File: config.mk
export PLATFORM = sky130hd
export DESIGN_NAME = regwr_arbiter
export DESIGN_NICKNAME = d
export VERILOG_FILES = /design/src/rtl/regwr_arbiter.sv
export SDC_FILE = /design/constraint.sdc
export NUM_CORES = 1
export LEC_CHECK = 0
export BUFFER_PORTS_ARGS = -buffer_cell sky130_fd_sc_hd__buf_2
export CAP_MARGIN = 0
export CORE_MARGIN = 3
export CORE_UTILIZATION = 40
export DETAILED_ROUTE_END_ITERATION = 10
export PLACE_DENSITY_LB_ADDON = 0.3
export RECOVER_POWER = 25
export SLEW_MARGIN = 20
export SYNTH_ARGS = -nofsm -noshare
export SYNTH_HDL_FRONTEND = slang
export SYNTH_SLANG_ARGS = --single-unit
File: constraint.sdc
create_clock -name clk -period 1.58 [get_ports clk]
set_input_delay 0.237 -clock clk [delete_from_list [all_inputs] [get_ports clk]]
set_output_delay 0.237 -clock clk [all_outputs]
set_load 0.02 [all_outputs]
File: src/rtl/regwr_arbiter.sv
// Two-requester round-robin arbiter in front of a register-file write port.
// Define REGWR_ARB_FWD_EN to add the write-stage bypass ports.
module regwr_arbiter (
  input  logic        clk,
  input  logic        rst,
  input  logic [1:0]  req_valid,
  output logic [1:0]  req_ready,
  input  logic [9:0]  req_rd,
  input  logic [63:0] req_data,
  output logic        wr_en,
  output logic [4:0]  wr_addr,
  output logic [31:0] wr_data,
  output logic        grant_id,
  output logic [7:0]  x0_drop_cnt
`ifdef REGWR_ARB_FWD_EN
  ,
  input  logic [4:0]  rs1_addr,
  input  logic [4:0]  rs2_addr,
  output logic        fwd1_hit,
  output logic        fwd2_hit,
  output logic [31:0] fwd_data
`endif
);

  logic [4:0]  rd_arr   [2];
  logic [31:0] data_arr [2];

  genvar gi;
  generate
    for (gi = 0; gi < 2; gi++) begin : g_unpack
      assign rd_arr[gi]   = req_rd[5*gi +: 5];
      assign data_arr[gi] = req_data[32*gi +: 32];
    end
  endgenerate

  logic        rr_ptr_reg, rr_ptr_next;
  logic        wr_en_reg, wr_en_next;
  logic [4:0]  wr_addr_reg, wr_addr_next;
  logic [31:0] wr_data_reg, wr_data_next;
  logic        grant_id_reg, grant_id_next;
  logic [7:0]  drop_cnt_reg, drop_cnt_next;
  logic [1:0]  ready_next;
  logic        handshake;
  logic        sel;
  logic [4:0]  sel_rd;

  // Grant decision looks only at valids and the round-robin pointer.
  always_comb begin
    ready_next = 2'b00;
    if (!rst) begin
      case (req_valid)
        2'b01:   ready_next = 2'b01;
        2'b10:   ready_next = 2'b10;
        2'b11:   ready_next = rr_ptr_reg ? 2'b10 : 2'b01;
        default: ready_next = 2'b00;
      endcase
    end
  end

  assign req_ready = ready_next;
  assign handshake = |ready_next;
  assign sel       = ready_next[1];
  assign sel_rd    = rd_arr[sel];

  always_comb begin
    rr_ptr_next   = rr_ptr_reg;
    wr_en_next    = 1'b0;
    wr_addr_next  = wr_addr_reg;
    wr_data_next  = wr_data_reg;
    grant_id_next = grant_id_reg;
    drop_cnt_next = drop_cnt_reg;
    if (handshake) begin
      wr_en_next    = (sel_rd != 5'd0);
      wr_addr_next  = sel_rd;
      wr_data_next  = data_arr[sel];
      grant_id_next = sel;
      // Writes to x0 are swallowed but still counted, saturating at 255.
      if (sel_rd == 5'd0 && drop_cnt_reg != 8'hFF)
        drop_cnt_next = drop_cnt_reg + 8'd1;
      if (req_valid == 2'b11)
        rr_ptr_next = ~rr_ptr_reg;
    end
  end

  always_ff @(posedge clk or posedge rst) begin
    if (rst) begin
      rr_ptr_reg   <= 1'b0;
      wr_en_reg    <= 1'b0;
      wr_addr_reg  <= 5'd0;
      wr_data_reg  <= 32'd0;
      grant_id_reg <= 1'b0;
      drop_cnt_reg <= 8'd0;
    end else begin
      rr_ptr_reg   <= rr_ptr_next;
      wr_en_reg    <= wr_en_next;
      wr_addr_reg  <= wr_addr_next;
      wr_data_reg  <= wr_data_next;
      grant_id_reg <= grant_id_next;
      drop_cnt_reg <= drop_cnt_next;
    end
  end

  assign wr_en       = wr_en_reg;
  assign wr_addr     = wr_addr_reg;
  assign wr_data     = wr_data_reg;
  assign grant_id    = grant_id_reg;
  assign x0_drop_cnt = drop_cnt_reg;

`ifdef REGWR_ARB_FWD_EN
  // x0 never forwards since it reads as zero regardless of writes.
  assign fwd1_hit = wr_en_reg && (rs1_addr == wr_addr_reg) && (rs1_addr != 5'd0);
  assign fwd2_hit = wr_en_reg && (rs2_addr == wr_addr_reg) && (rs2_addr != 5'd0);
  assign fwd_data = wr_data_reg;
`endif

endmodule

Yosys cells after proc, flatten, opt, wreduce, memory -nomap -nowiden
Index checks and enable logic that the tools add are counted.
Widths: inputs -> output; s select.

cells by class
  add/subtract/negate cells = 1
  $lt $le $gt $ge = 1
  eq/ne operators = 4
  mux-type cells = 10
  bitwise gates (word level) = 2
  reduce and logical (&&, ||, !) cells = 6

operator list
  cell                 count
  $mux 32              3
  $mux 5               3
  $add 8x1->8 const B  1
  $ne 8x8->1 const B   1
  $pmux 2 s3           1
  $logic_not 5->1      1
  $reduce_bool 5->1    1
  $eq 2x2->1 const B   2
  $mux 2               2
  $reduce_and 2->1     2
  $eq 2x1->1 const B   1
  $ge 2x2->1 const B   1
  $not 1->2            1
  $reduce_or 2->1      1
  $logic_and 1x1->1    1
  $mux 1               1
  $not 1->1            1

word-level totals
  register bits after elaboration = 48
  word-level logic and storage cells = 30

Depth between registers and ports, before layout
Gate-level depths: netlist of run 1.

  word-level depth = 10
  gate-level depth with buffers = 6

Worst setup path after synthesis of run 1
No wires, ideal clock.

  path kind = in2reg
  start = input req_rd[2]
  end = register drop_cnt_reg[1], in the netlist x0_drop_cnt[1]
  setup time = 0.125 ns
  data arrival time = 1.516 ns
  data required time = 1.455 ns
  setup slack = -0.061 ns
  stages on the path = 4
  cell sequence = or4_4 -> a211oi_4 -> o21ai_2 -> mux2_4

between the ends
  word-level cells in the longest chain between the ends = 6

ends and longest elaborated chain
  element                                    line  text
  start, declared                            8     input logic [9:0] req_rd,
  $mux 5 (implied by the code) (3 in a row)  63    assign sel_rd = rd_arr[sel];
  $logic_not 5->1                            78    if (sel_rd == 5'd0 && drop_cnt_reg != 8'hFF)
  $logic_and 1x1->1                          78
  $reduce_and 2->1 (no line)                 -
  end signal, assigned                       99    drop_cnt_reg <= drop_cnt_next;
  end, declared                              41    logic [7:0] drop_cnt_reg, drop_cnt_next;

Every way passes these cells. The select of a mux whose other input is x is not followed.
A chain may end at the register's enable or synchronous reset.

Worst setup path after layout of run 1
  start = register rr_ptr_reg
  end = output req_ready[1]

between the ends
  word-level cells in the longest chain between the ends = 3

ends and longest elaborated chain
  element                 line  text
  start, declared         36    logic rr_ptr_reg, rr_ptr_next;
  start signal, assigned  94    rr_ptr_reg <= rr_ptr_next;
  $mux 2                  54    2'b11: ready_next = rr_ptr_reg ? 2'b10 : 2'b01;
  $pmux 2 s3              51    case (req_valid)
  $mux 2                  50    if (!rst) begin
  end, declared           7     output logic [1:0] req_ready,

Every way passes these cells.

==> results of run 1 <==
==> layout make-up <==
cell class | count | area (um^2)
Fill cell | 469 | 2120
Tap cell | 70 | 87.6
Clock inverter | 1 | 5.00
Clock buffer | 6 | 72.6
Timing Repair Buffer | 141 | 764
Multi-Input combinational cell | 147 | 1040
Sequential cell | 48 | 1200
Inverter | 3 | 11.3
==> through the flow <==
stage               power, mW  utilization, %
detailed placement       2.51            57.9
floorplan                2.09               -
finish                   3.16            60.0
global route             3.36            60.0
global placement         2.48            57.9
CTS                      3.20            59.9
==> worst register-to-register path, cell delays in order, from the launching register on <==
cell and delay [ps]:
dfrtp_1 410, nand2b_4 180, a211oi_4 320, buf_4 170, o2111ai_1 120, xnor2_1 160
==> final timing paths <==
| kind | from | end | slack [ps] |
|---|---|---|---|
| max | rr_ptr_reg | req_ready[1] | 80 |
| min | rst | wr_data[19] | 190 |
| max reg2reg | rr_ptr_reg | x0_drop_cnt[5] | 110 |
| min reg2reg | wr_data[19] | wr_data[19] | 480 |
| max in group asynchronous | rst | wr_data[30] | 590 |
| min in group clk | req_data[62] | wr_data[30] | 230 |
==> placed cells by master, fill, tap and decap left out <==
master / Yosys / routed
nand2_1: 39 / 38
or4_4: 1 / 1
buf_4: 0 / 10
clkbuf_2: 0 / 1
clkbuf_1: 9 / 3
o211ai_1: 4 / 4
mux2_4: 1 / 1
and2_1: 1 / 1
a41oi_4: 1 / 1
nor3_1: 1 / 1
o2111ai_1: 2 / 2
clkbuf_8: 0 / 5
mux2i_1: 37 / 37
nor4_1: 1 / 1
clkinv_2: 0 / 1
o21ai_2: 1 / 1
buf_6: 0 / 1
a21boi_0: 1 / 1
o21bai_4: 0 / 1
nand2b_4: 0 / 1
buf_2: 4 / 125
and4b_1: 1 / 1
nand2_4: 0 / 1
dfrtp_1: 48 / 48
o21ai_0: 38 / 38
and4_1: 2 / 2
xnor2_1: 8 / 8
nor2b_1: 2 / 2
ha_2: 0 / 1
a211oi_4: 1 / 1
and3_1: 2 / 2
buf_12: 0 / 2
inv_1: 3 / 3
==> power by group through the flow <==
| stage | clock (mW) | combinational, mW | sequential, mW |
|---|---|---|---|
| 2_1_floorplan | 0 | 0.354 | 1.73 |
| 3_3_place_gp | 0 | 0.957 | 1.52 |
| 3_5_place_dp | 0 | 0.980 | 1.53 |
| 4_1_cts | 0.695 | 1.00 | 1.51 |
| 5_1_grt | 0.743 | 1.09 | 1.53 |
| 6_report | 0.670 | 0.989 | 1.50 |
==> per-layer routing <==
layer,GRT usage (%),share of wire [%],vias up
li1,-,-,1004
met1,21.7,43,882
met2,29.2,49,80
met3,4.28,7.8,2
met4,3.89,0.49,0
met5,0,0,-
==> kinds of logic after synthesis <==
group,Yosys count
xor gates and xnor gates,8
DFF,48
buffers and inverters,16
adders and majority gates,1
muxes,38
and+or+nand+nor,51
AOI/OAI and AO/OA,49
==> what timing repair did <==
item	4_1_cts	5_1_grt
pin swaps	0	2
hold buffers	0	0
setup buffers	2	1
endpoints found under the setup margin	4	6
endpoints found under the hold margin	0	0
resized for setup	3	2
==> reports/qor.csv, run 1 <==
metric,value,unit
Die Y,81.5,um
I/O pins,127,
Post-Synth Adder-Cell Area,0.549,%
CP top delay family,flip-flops,
PnR worst setup slack,79.7,ps
H-tree depth,2,
number of cells on the critical path,5,
Max Clock Freq,667,MHz
CTS tree,done,
antenna violations before repair,0,
r2r worst-path depth,5,
"Reg clk slew, reported paths",80,ps
Worst path slowest cell,dfrtp_1,
Starting Density,42.9,%
vias in the first global route,1890,
synthesized area per cell,10.8,um^2
commonest register cell after synthesis,dfrtp_1,
Overflow after GRT,0,
worst slew pin tran,1090,ps
worst path cell trace,nand2b_4 > nand2_4 > buf_12 > inv_1 > buf_2,
Switching Fraction,32.8,%
Die W,81.5,um
Slew Limit Fails,0,
Worst path max stage delay,390,ps
Post-DP Area,3070,um^2
first drt pass iteration count,4,
Total Neg Setup Slack,0,ps
NetSw,1.04,mW
Vias/cell,4.73,
crit share post-route,95.0,%
CP Buf/Inv Count,3,
main combinational cell family by area after synthesis,multiplexers,
number of buffers created by CTS,5,
Antenna Cells,0,
"EDFF count, synth",0,
PwrDens,994,nW/um^2
area delta synth->final,39.7,%
largest cells by area after synthesis,"dfrtp_1 (53%), mux2i_1 (16%), o21ai_0 (8.4%)",
# nets final,425,
sequential power share,47.6,%
"Cell Area, Synth",2280,um^2
min Tclk post-route,1500,ps
largest net degree at the start of global routing,51,
clock sinks,48,
maxcap violations,0,
max reg flops,32,
peak supply drop,591,uV
largest area contributor in the netlist,dfrtp_1,
Final Hold Violating Endpoints,0,
leakage,1.81,nW
relative slew slack,27.3,%
Synth top area share,52.7,%
WL per Instance,13.2,um
WL final,5480,um
DR iter-0 viols,63,
first-pass GRT wire length,8830,um
Total GRT Usage,17.1,%
DP HPWL,4340,um
outcome,completed,
Cell Int Power,2.12,mW
async set-reset flop share out of synthesis,100,%
Syn Inst Count,211,
final hold slack,187,ps
pre-CTS setup slack,-174,ps
CTS Buffer Depth,2,
vias,1968,
share of cells above drive strength 1,44.5,%
XOR/XNOR share of the synthesized area,3.08,%
"Design Area, Final",3180,um^2
worst skew pair latency,280,ps
post-synthesis simple-gate area fraction,10.3,%
post-synth net total,290,
worst-path maximum fanout,3,
Antenna Nets Post-Route,0,
I/O Buffers,126,
core area,5300,um^2
compound-cell area share of the yosys netlist,13.6,%
Ys Warns,0,
Yosys reg bits,48,
Critical Path Source Type,flop,
"Arr. time, crit path",1260,ps
Non-Filler Instances,416,
Worst Clk Skew,2.09,ps
RePlAce Congestion,0.794,
Remaining DRCs,0,
sequential fraction of the synthesis area,52.7,%
Placed Cells,406,
"count leader, synth",dfrtp_1,
synth cell count leaders,"dfrtp_1 (48), nand2_1 (39), o21ai_0 (38)",
die area,6630,um^2
Combinational Power Share,31.3,%
post-synthesis mux area share,16.9,%
post-synth cell types,26,
RSZ-0062 raised after global routing,no,
Root Buffer,clkbuf_8,
FP Rows,26,
Setup Crit Path Kind,flop to output pin,
Setup-failing EPs final,0,
HP Class,input port to async pin,
nature of the critical path endpoint,output pin,
CP Data Required Time,1340,ps
Clk pwr share,21.2,%
Note: power is estimated with default switching activity, not from simulation.
==> run 2: changes to the inputs <==
--- a/config.mk
+++ b/config.mk
@@ -5,10 +5,11 @@
 export SDC_FILE = /design/constraint.sdc
 export NUM_CORES = 1
 export LEC_CHECK = 0
+export ABC_AREA = 1
 export BUFFER_PORTS_ARGS = -buffer_cell sky130_fd_sc_hd__buf_2
 export CAP_MARGIN = 0
 export CORE_MARGIN = 3
-export CORE_UTILIZATION = 40
+export CORE_UTILIZATION = 41
 export DETAILED_ROUTE_END_ITERATION = 10
 export PLACE_DENSITY_LB_ADDON = 0.3
 export RECOVER_POWER = 25
==> run 2 against run 1 <==
Compared with the run above:
- routed wire length up 15%
- critical path type unchanged
- first-iteration DRC count is 17% higher
- via count grew 21%
- die area increased by 5.5%
- non-clock buffer count increased by 5
- sequential share of layout area shrank 2.6 points
- highest routed layer unchanged
==> reports/qor.csv, run 2 <==
metric,value,unit
post-synth net total,370,
NetSw,1.80,mW
Syn Inst Count,291,
async set-reset flop share out of synthesis,100,%
synthesized area per cell,8.50,um^2
Critical Path Source Type,flop,
Final Hold Violating Endpoints,0,
nature of the critical path endpoint,output pin,
die area,7000,um^2
most frequent cells in the layout,"buf_2 (124), nand2_1 (97), dfrtp_1 (48)",
Setup Crit Path Kind,flop to output pin,
CTS Buffer Depth,2,
post-synth cell types,27,
CP Data Required Time,1340,ps
Ys Warns,0,
leakage,1.81,nW
Placed Cells,486,
post-layout util,60.1,%
maxcap violations,0,
"count leader, synth",nand2_1,
DP HPWL,4690,um
max reg flops,32,
Total GRT Usage,17.8,%
Overflow after GRT,0,
worst skew pair latency,300,ps
worst-path maximum fanout,19,
Starting Density,43.6,%
"Arr. time, crit path",1260,ps
Synth top area share,48.6,%
Cell Int Power,2.80,mW
outcome,completed,
sequential fraction of the synthesis area,48.6,%
synth cell count leaders,"nand2_1 (97), dfrtp_1 (48), nor2_1 (38)",
vias,2390,
Root Buffer,clkbuf_8,
Worst Clk Skew,6.93,ps
vias in the first global route,2285,
first drt pass iteration count,4,
first-pass GRT wire length,10400,um
Total Neg Setup Slack,0,ps
Slew Limit Fails,0,
Antenna Cells,0,
sequential power share,38.9,%
"EDFF count, synth",0,
I/O Buffers,126,
Switching Fraction,39.2,%
area delta synth->final,38.1,%
# nets final,509,
Non-Filler Instances,503,
Clk pwr share,19.0,%
peak supply drop,602,uV
antenna violations before repair,0,
crit share post-route,94.9,%
Die W,83.7,um
PwrDens,1350,nW/um^2
Antenna Nets Post-Route,0,
Combinational Power Share,42.1,%
"Cell Area, Synth",2470,um^2
Max Clock Freq,667,MHz
number of buffers created by CTS,5,
FP Rows,27,
largest cells by area after synthesis,"dfrtp_1 (49%), nand2_1 (15%), a31oi_1 (8.9%)",
Setup-failing EPs final,0,
worst slew pin tran,1180,ps
Vias/cell,4.75,
RSZ-0062 raised after global routing,no,
core area,5680,um^2
min Tclk post-route,1500,ps
H-tree depth,2,
clock sinks,48,
WL final,6290,um
Remaining DRCs,0,
largest net degree at the start of global routing,49,
RePlAce Congestion,0.792,
relative slew slack,21.2,%
commonest register cell after synthesis,dfrtp_1,
Yosys reg bits,48,
largest area contributor in the netlist,dfrtp_1,
Die Y,83.7,um
CTS tree,done,
HP Class,input port to flop,
I/O pins,127,
share of cells above drive strength 1,40.6,%
DR iter-0 viols,74,
"commonest non-fill, non-tap cell in the layout",buf_2,
"Reg clk slew, reported paths",90,ps
WL per Instance,12.5,um
## run 2: cell types whose count changed after synthesis, moves of 6 or more
cell | before | now
nand2_1 | 39 | 97
nor2_1 | 0 | 38
mux2i_1 | 37 | 0
a31oi_1 | 0 | 35
o21ai_0 | 38 | 3
nand4_1 | 0 | 8
inv_1 | 3 | 10
xnor2_1 | 8 | 2
## run 2: final timing paths
path / start / to / slack [ps] / cells after the start
min in group asynchronous: rst / wr_addr[3] / 450 / 3
setup / recovery: rr_ptr_reg / req_ready[1] / 80 / 6
hold reg to reg: grant_id / grant_id / 490 / 2
max in group asynchronous: rst / wr_data[23] / 410 / 3
hold / removal: req_data[52] / wr_data[20] / 180 / 3
setup reg to reg: rr_ptr_reg / x0_drop_cnt[0] / 140 / 10
## run 2: cell type report
cell class | instances | area, um^2
fillers | 518 | 2260
flip-flops and latches | 48 | 1200
multi-input cells | 214 | 1130
repair buffers | 146 | 817
well taps | 72 | 90.1
clock buffers | 6 | 72.6
inverters | 15 | 66.3
clock inverters | 2 | 35.0
## run 2: stage by stage
step	hold WS [ps]	worst slack [ps]	area [um^2]	total power, mW
after floorplan	97.7	32.6	2480	3.01
after global placement	476	98.0	3220	3.68
after detailed placement	471	47.2	3220	3.72
after CTS	167	47.6	3370	4.63
after global routing	161	4.86	3410	4.91
final	178	80.8	3410	4.60
## run 2: critical path, stage by stage (launching register included)
cell and delay [ps]:
dfrtp_1 390, inv_2 70, nand2_4 70, nand2_8 80
inv_6 50, buf_12 140, buf_4 150
## run 2: power groups by stage
| stage | clock network, mW | registers (mW) | logic [mW] |
|---|---|---|---|
| after floorplan | 0 | 2.27 | 0.735 |
| after CTS | 0.903 | 1.79 | 1.93 |
| after global placement | 0 | 1.81 | 1.87 |
| final | 0.872 | 1.79 | 1.93 |
| after detailed placement | 0 | 1.81 | 1.91 |
| after global routing | 0.951 | 1.84 | 2.12 |
## run 2: cells by family after synthesis
| kind of cell | share of synthesized area (%) |
|---|---|
| AND/OR/NAND/NOR | 32.8 |
| flip-flops | 48.6 |
| AO/OA/AOI/OAI | 10.0 |
| buffers and inverters | 5.97 |
| XOR/XNOR | 2.13 |
| adder cells (fa/ha/maj) | 0.506 |
## run 2: repair_timing
action,CTS,global route
hold buffers,0,0
setup endpoints to repair,1,3
pin swaps,1,3
buffers inserted,3,6
resized for setup,4,1
## run 2: per-layer routing
layer / track usage, % / part of all wire [%] / up-vias
met5: 0 / 0 / -
met4: 4.68 / 0.94 / 0
met3: 6.02 / 8.9 / 6
met2: 29.9 / 47 / 91
met1: 21.9 / 43 / 1062
li1: - / - / 1231
